<file path="src/rtl/mpx_irq_ctrl_if.sv">
// Register access bus of the interrupt controller: one-cycle request pulses,
// fixed single-cycle acknowledge with registered read data.
interface mpx_irq_ctrl_if;
    logic        cfg_rd_i;
    logic        cfg_wr_i;
    logic [3:0]  cfg_addr_i;
    logic [31:0] cfg_wdata_i;
    logic [31:0] cfg_rdata_o;
    logic        cfg_ack_o;

    modport master (
        output cfg_rd_i,
        output cfg_wr_i,
        output cfg_addr_i,
        output cfg_wdata_i,
        input  cfg_rdata_o,
        input  cfg_ack_o
    );

    modport slave (
        input  cfg_rd_i,
        input  cfg_wr_i,
        input  cfg_addr_i,
        input  cfg_wdata_i,
        output cfg_rdata_o,
        output cfg_ack_o
    );
endinterface

</file>
<file path="src/rtl/mpx_irq_ctrl.sv">
// Edge-triggered interrupt controller: latches rising edges of the sources into
// I_STAT, gates them with I_MASK and raises a single CPU interrupt line.
module mpx_irq_ctrl #(
    parameter int NUM_IRQ = 11
) (
    input  logic               clk_i,
    input  logic               rst_i,
    input  logic [NUM_IRQ-1:0] irq_src_i,
    mpx_irq_ctrl_if.slave      cfg,
    output logic [5:0]         ext_intr_o
);

    localparam logic [1:0] WORD_STAT = 2'd0;
    localparam logic [1:0] WORD_MASK = 2'd1;

    logic [NUM_IRQ-1:0] r_prev;
    logic [NUM_IRQ-1:0] r_stat;
    logic [NUM_IRQ-1:0] r_mask;
    logic               r_ack;
    logic [31:0]        r_rdata;
    logic               r_irq;

    logic [NUM_IRQ-1:0] w_edges;
    logic [NUM_IRQ-1:0] w_stat_next;
    logic [NUM_IRQ-1:0] w_mask_next;
    logic [31:0]        w_rd_sel;
    logic [1:0]         w_word;
    logic               w_unused_bits;

    function automatic logic [31:0] zext(input logic [NUM_IRQ-1:0] v);
        logic [31:0] r;
        r = 32'd0;
        r[NUM_IRQ-1:0] = v;
        return r;
    endfunction

    assign w_word        = cfg.cfg_addr_i[3:2];
    assign w_edges       = irq_src_i & ~r_prev;
    assign w_unused_bits = ^{cfg.cfg_wdata_i[31:NUM_IRQ], cfg.cfg_addr_i[1:0]};

    // Next-state of the status and mask registers; a new edge always beats an acknowledge.
    always_comb begin
        w_stat_next = r_stat | w_edges;
        w_mask_next = r_mask;
        if (cfg.cfg_wr_i) begin
            case (w_word)
                WORD_STAT: w_stat_next = (r_stat & cfg.cfg_wdata_i[NUM_IRQ-1:0]) | w_edges;
                WORD_MASK: w_mask_next = cfg.cfg_wdata_i[NUM_IRQ-1:0];
                default: begin
                    w_stat_next = r_stat | w_edges;
                    w_mask_next = r_mask;
                end
            endcase
        end else begin
            w_stat_next = r_stat | w_edges;
            w_mask_next = r_mask;
        end
    end

    // Read mux over pre-edge register contents; unmapped words return zero.
    always_comb begin
        w_rd_sel = 32'd0;
        case (w_word)
            WORD_STAT: w_rd_sel = zext(r_stat);
            WORD_MASK: w_rd_sel = zext(r_mask);
            default:   w_rd_sel = 32'd0;
        endcase
    end

    // Register state; the interrupt flop is fed from next-state so it tracks I_STAT/I_MASK with no lag.
    always_ff @(posedge clk_i or negedge rst_i) begin
        if (!rst_i) begin
            r_prev  <= '0;
            r_stat  <= '0;
            r_mask  <= '0;
            r_ack   <= 1'b0;
            r_rdata <= 32'd0;
            r_irq   <= 1'b0;
        end else begin
            r_prev  <= irq_src_i;
            r_stat  <= w_stat_next;
            r_mask  <= w_mask_next;
            r_ack   <= cfg.cfg_rd_i | cfg.cfg_wr_i;
            r_rdata <= cfg.cfg_rd_i ? w_rd_sel : 32'd0;
            r_irq   <= |(w_stat_next & w_mask_next);
        end
    end

    assign cfg.cfg_ack_o   = r_ack;
    assign cfg.cfg_rdata_o = r_rdata;
    assign ext_intr_o      = {5'b00000, r_irq};

endmodule
</file>
<file path="src/flat_wrapper.sv">
// flat-port wrapper written by rule: the top's interface ports become plain ports
module mpx_irq_ctrl_flat 
#(
    parameter int NUM_IRQ = 11
)
  (clk_i, rst_i, irq_src_i, ext_intr_o, cfg_cfg_rd_i, cfg_cfg_wr_i, cfg_cfg_addr_i, cfg_cfg_wdata_i, cfg_cfg_rdata_o, cfg_cfg_ack_o);
  mpx_irq_ctrl_if cfg_i ();
  input  logic clk_i;
  input  logic rst_i;
  input  logic [NUM_IRQ-1:0] irq_src_i;
  output logic [5:0] ext_intr_o;
  input wire logic [$bits(cfg_i.cfg_rd_i)-1:0] cfg_cfg_rd_i;
  input wire logic [$bits(cfg_i.cfg_wr_i)-1:0] cfg_cfg_wr_i;
  input wire logic [$bits(cfg_i.cfg_addr_i)-1:0] cfg_cfg_addr_i;
  input wire logic [$bits(cfg_i.cfg_wdata_i)-1:0] cfg_cfg_wdata_i;
  output wire logic [$bits(cfg_i.cfg_rdata_o)-1:0] cfg_cfg_rdata_o;
  output wire logic [$bits(cfg_i.cfg_ack_o)-1:0] cfg_cfg_ack_o;
  assign cfg_i.cfg_rd_i = cfg_cfg_rd_i;
  assign cfg_i.cfg_wr_i = cfg_cfg_wr_i;
  assign cfg_i.cfg_addr_i = cfg_cfg_addr_i;
  assign cfg_i.cfg_wdata_i = cfg_cfg_wdata_i;
  assign cfg_cfg_rdata_o = cfg_i.cfg_rdata_o;
  assign cfg_cfg_ack_o = cfg_i.cfg_ack_o;
  mpx_irq_ctrl #(.NUM_IRQ(NUM_IRQ)) u_core (.clk_i(clk_i), .rst_i(rst_i), .irq_src_i(irq_src_i), .cfg(cfg_i), .ext_intr_o(ext_intr_o));
endmodule
</file>
<file path="config.mk">
export PLATFORM = sky130hd
export DESIGN_NAME = mpx_irq_ctrl_flat
export DESIGN_NICKNAME = d
export VERILOG_FILES = /design/src/rtl/mpx_irq_ctrl_if.sv /design/src/rtl/mpx_irq_ctrl.sv /design/src/flat_wrapper.sv
export SDC_FILE = /design/constraint.sdc
export NUM_CORES = 1
export LEC_CHECK = 0
export CAP_MARGIN = 20
export CORE_UTILIZATION = 41
export CTS_CLUSTER_DIAMETER = 120
export DETAILED_ROUTE_END_ITERATION = 7
export HOLD_SLACK_MARGIN = 0.02
export PLACE_DENSITY = 0.85
export REMOVE_ABC_BUFFERS = 1
export SLEW_MARGIN = 20
export SYNTH_ARGS = -nofsm -noshare
export SYNTH_HDL_FRONTEND = slang
export SYNTH_SLANG_ARGS = --single-unit
</file>
<file path="constraint.sdc">
create_clock -name clk_i -period 1.62 [get_ports clk_i]
set_input_delay 0.324 -clock clk_i [delete_from_list [all_inputs] [get_ports clk_i]]
set_output_delay 0.324 -clock clk_i [all_outputs]
set_load 0.02 [all_outputs]
</file>
Yosys cells after proc, flatten, opt, wreduce, memory -nomap -nowiden
Index checks and enable logic that the tools add are counted.
Storage, ports and cells
  flip-flop bits (word level): 67
  latch bits: 0
  memory bits (writable): 0
  bits in read-only memories: 0
  input bits: 51
  output and inout port bits: 39
  logic and storage cells: 22
  memories: 0
Cells by class
  add/subtract/negate cells: 0
  $mul: 0
  divide/modulo/power cells: 0
  $lt $le $gt $ge: 0
  equality and inequality tests: 1
  shifts and indexed selects: 0
  muxes and demuxes: 6
  bitwise gates (word level): 7
  reduce and logical (&&, ||, !) cells: 2
Operators with widths (count)
  11-bit 2-to-1 mux: 5
  11-bit bitwise AND: 3
  11-bit OR: 2
  11-bit one-hot mux with 2 select lines: 1
  11-bit inverter: 1
  11-bit OR reduction: 1
  2-bit by 1-bit == test with 1-bit output, second input constant: 1
  2-bit zero test: 1
  1-bit OR: 1

Longest topological paths before layout
  word-level depth: 7
  depth in mapped cells: 6

Worst setup path before layout
Ideal clock, no wire load.
  path type: input -> register
  from: input port cfg_cfg_addr_i[3]
  to: register u_core.r_irq
  setup time: 0.141 ns
  arrival time: 1.526 ns
  data required time: 1.479 ns
  path slack: -0.048 ns
  cell stages on the path: 6
  buffers on the path: 1
  cell sequence: or3b_1 -> buf_2 -> o21ai_0 -> a21boi_1 -> a2111oi_2 -> nand4_1
Between the ends
  word-level cells in the longest chain between the ends: 5
  elaborated cells between the ends (all ways): 8
  classes of those cells: eq/ne: 1; mux: 4; bitwise: 1; reduce/logical: 2
Ends and longest elaborated chain
  start: declaration: RTL line flat_wrapper.sv:14  | input wire logic [$bits(cfg_i.cfg_addr_i)-1:0] cfg_cfg_addr_i;
  2-bit by 1-bit == test with 1-bit output / 2-bit zero test (equally long branches): RTL line mpx_irq_ctrl.sv:46  | case (w_word)
  11-bit 2-to-1 mux (on tied branches)
  11-bit 2-to-1 mux: RTL line mpx_irq_ctrl.sv:45  | if (cfg.cfg_wr_i) begin
  11-bit bitwise AND *: RTL line mpx_irq_ctrl.sv:85  | r_irq <= |(w_stat_next & w_mask_next);
  11-bit OR reduction *: RTL line mpx_irq_ctrl.sv:85
  end signal: assignment: RTL line mpx_irq_ctrl.sv:85
  end: declaration: RTL line mpx_irq_ctrl.sv:21  | logic r_irq;
Mark *: on every way between the ends. The rest lies on a longest branch, timed or not.

Worst setup path after layout
  from: input port cfg_cfg_addr_i[3]
  to: register u_core.r_irq
Between the ends
  word-level cells in the longest chain between the ends: 5
  elaborated cells between the ends (all ways): 8
  classes of those cells: eq/ne: 1; mux: 4; bitwise: 1; reduce/logical: 2
Ends and longest elaborated chain
  2-bit by 1-bit == test with 1-bit output: RTL line mpx_irq_ctrl.sv:46
  11-bit 2-to-1 mux: RTL line mpx_irq_ctrl.sv:46
  11-bit 2-to-1 mux: RTL line mpx_irq_ctrl.sv:45
  via u_core.w_mask_next[0]: RTL line mpx_irq_ctrl.sv:25  | logic [NUM_IRQ-1:0] w_mask_next;
  11-bit bitwise AND: RTL line mpx_irq_ctrl.sv:85
  11-bit OR reduction: RTL line mpx_irq_ctrl.sv:85
The timed path passes the listed nets, and every way through them passes these cells.

==> results by group <==
Run status
  • Outcome: complete, but fails checks
  • Failing checks: design-rule violations

Synthesis
  • Number of synthesized flops with an enable pin: 0
  • Most used DFF post-synth: dfrtp_1
  • Mapped Cells: 164
  • Distinct cells, synth: 26
  • Syn Area/Cell: 11.9 um^2
  • Syn Std Cell Area: 1960 um^2
  • Yosys warning total: 0
  • Sequential share of the synthesized area: 58.7%
  • Register bit total from synthesis: 46
  • Asr flop ratio synth: 100%

Timing
  • Skew final: 8.32 ps
  • Actual slew at the worst max-slew pin: 562 ps
  • Final hold viol count: 0
  • Period minus WS final: 1570 ps
  • Worst slew margin relative to its limit: 62.5%
  • RSZ-0062 raised after global routing: false
  • Final Cycle Share: 97.2%
  • Final Slew Violations: 0
  • F_max: 0.635 GHz
  • Number of setup violations in the final report: 0
  • Setup Total Neg Slack: 0 ps

Final layout
  • Core Util, Final: 56.9%
  • Layout Nets: 272
  • Ratio of cells with drive above 1 in the final layout: 18.9%
  • P&R area growth vs syn: 30.0%
  • Most frequent cells in the layout: dfrtp_1, clkdlybuf4s50_1, conb_1, nand2_1, buf_4
  • Leading cell type in the layout, fill and taps excluded: dfrtp_1
  • Diode count: 0

GRT
  • Largest net degree at the start of global routing: 47
  • GRT Util Overall: 16.3%
  • Antenna violations before repair: 0
  • Number of global-route vias before repair: 1,313
  • First-pass GRT wire length: 6130 um
  • Grt ovf: 0

Clocking
  • Maximum clock path buffer count: 2
  • Hold Buf Count CTS: 0
  • H-tree level count: 2
  • Clk_lat worst skew: 300 ps
  • CTS clock-pin slew for the worst setup and hold paths: 90 ps
  • Clock sinks: 46
  • Clk root buf: clkbuf_8
  • TritonCTS clock tree: yes
  • CTS buffer count: 5

Worst hold path
  • Worst hold path type: primary input to asynchronous set/reset pin

Floorplan
  • Die area: 5060 um^2
  • Initial core utilization: 43.8%
  • Die X: 71.1 um
  • Die Y: 71.1 um
  • Core ar.: 4470 um^2
  • I/O pin count: 90
  • Rows: 24

Critical path
  • Arrival @ worst endpoint: 1740 ps
  • Kind of end point of the critical path: flop
  • CP Max Fanout: 6
  • Critical path type: primary input to flop
  • Startpoint types: primary input
  • CP required: 1790 ps
  • FF-to-FF setup slack: 240 ps

Detailed routing
  • Vias: 1,266
  • DRC viols: 3
  • Via density: 4.62
  • DRT iter0 DRCs: 102
  • Post-route ant nets: 0
  • Drt total wl: 3640 um
  • Drt pass-1 iters: 6
  • Post-DR wirelength/cell: 13.3 um

Power
  • Maximum vdd ir drop: 0.000454 V
  • Lkg Pwr: 1.21 nW
  • Total power divided by cell area: 994 nW/um^2

Placed design
  • IO Port Bufs: 40
  • Routability cong.: 0.814
  • Detailed placer's ending HPWL: 2610 um

Flow run
  • Max Cap Viol: 0
-- final timing paths --
| kind | startpoint | to | depth (start not counted) |
|---|---|---|---|
| min | rst_i | u_core.r_stat[9] | 2 |
| max in group asynchronous | rst_i | u_core.cfg.cfg_rdata_o[1] | 2 |
| max reg2reg | u_core.r_mask[5] | u_core.r_irq | 4 |
| min in group clk_i | cfg_cfg_wr_i | u_core.cfg.cfg_ack_o | 2 |
| min reg2reg | u_core.r_prev[8] | u_core.r_stat[8] | 1 |
| max | cfg_cfg_addr_i[3] | u_core.r_irq | 8 |
-- critical path, cell delays in order --
cell and delay [ps]:
buf_2 110, nand3b_1 190, buf_6 170, buf_6 110
mux2_4 300, a21boi_4 140, a2111oi_2 280, nand4_1 120
-- area by class of cell --
type                            instances  area, um^2
Fill cell                             360        1930
Sequential cell                        46        1150
Multi-Input combinational cell        104         688
Timing Repair Buffer                   56         518
Clock buffer                            6        82.6
Tap cell                               52        65.1
Inverter                                8        30.0
Clock inverter                          2        12.5
-- sequential cells by signal, indices dropped and copies added, names as in the netlist --
signal,flops
u_core.cfg.cfg_ack_o,1
u_core.cfg.cfg_rdata_o,11
u_core.r_irq,1
u_core.r_mask,11
u_core.r_prev,11
u_core.r_stat,11
-- synthesized netlist by cell type, types with 2 or more instances --
| master | number | area (um^2) |
|---|---|---|
| dfrtp_1 | 46 | 1150 |
| buf_4 | 27 | 203 |
| nand2_1 | 14 | 52.6 |
| mux2i_1 | 11 | 110 |
| nor2_1 | 11 | 41.3 |
| inv_1 | 8 | 30.0 |
| a22oi_1 | 6 | 45.0 |
| mux2_1 | 6 | 67.6 |
| o21ai_1 | 6 | 30.0 |
| a21boi_1 | 5 | 37.5 |
| nand2b_1 | 4 | 25.0 |
| mux2_2 | 3 | 33.8 |
| o21ai_0 | 3 | 15.0 |
| mux2_4 | 2 | 30.0 |
-- per-layer routing --
layer | wire length, um | GRT usage [%]
met5 | 0 | 0
met4 | 59 | 6.67
met1 | 1440 | 18.3
met2 | 1910 | 29.0
met3 | 228 | 4.84
-- cells by family after synthesis --
logic type / synth area share, %
multiplexers: 12.3
AO/OA/AOI/OAI: 8.11
buffers and inverters: 13.1
AND/OR/NAND/NOR: 7.54
other: 0.191
flip-flops: 58.7
-- stage by stage --
step | power, mW | setup slack (ps) | std cells | hold WS (ps) | area (um^2)
after floorplan | 1.57 | -207 | 158 | 28.4 | 1830
after global placement | 1.77 | -645 | 262 | 415 | 2380
after detailed placement | 1.79 | -710 | 262 | 421 | 2380
after CTS | 2.55 | 3.18 | 273 | 114 | 2540
after global routing | 2.67 | 7.67 | 274 | 164 | 2550
final | 2.53 | 45.4 | 274 | 114 | 2550
-- what timing repair did --
item                       4_1_cts  5_1_grt
gates resized for setup         23        5
pin swaps                        4        3
buffers inserted                 3        1
setup endpoints to repair        2        2
-- power breakdown --
part / switching [mW] / internal, mW
clock network: 0.371 / 0.343
logic: 0.262 / 0.254
registers: 0.0481 / 1.25
total: 0.681 / 1.85
(Power assumes the default switching activity.)
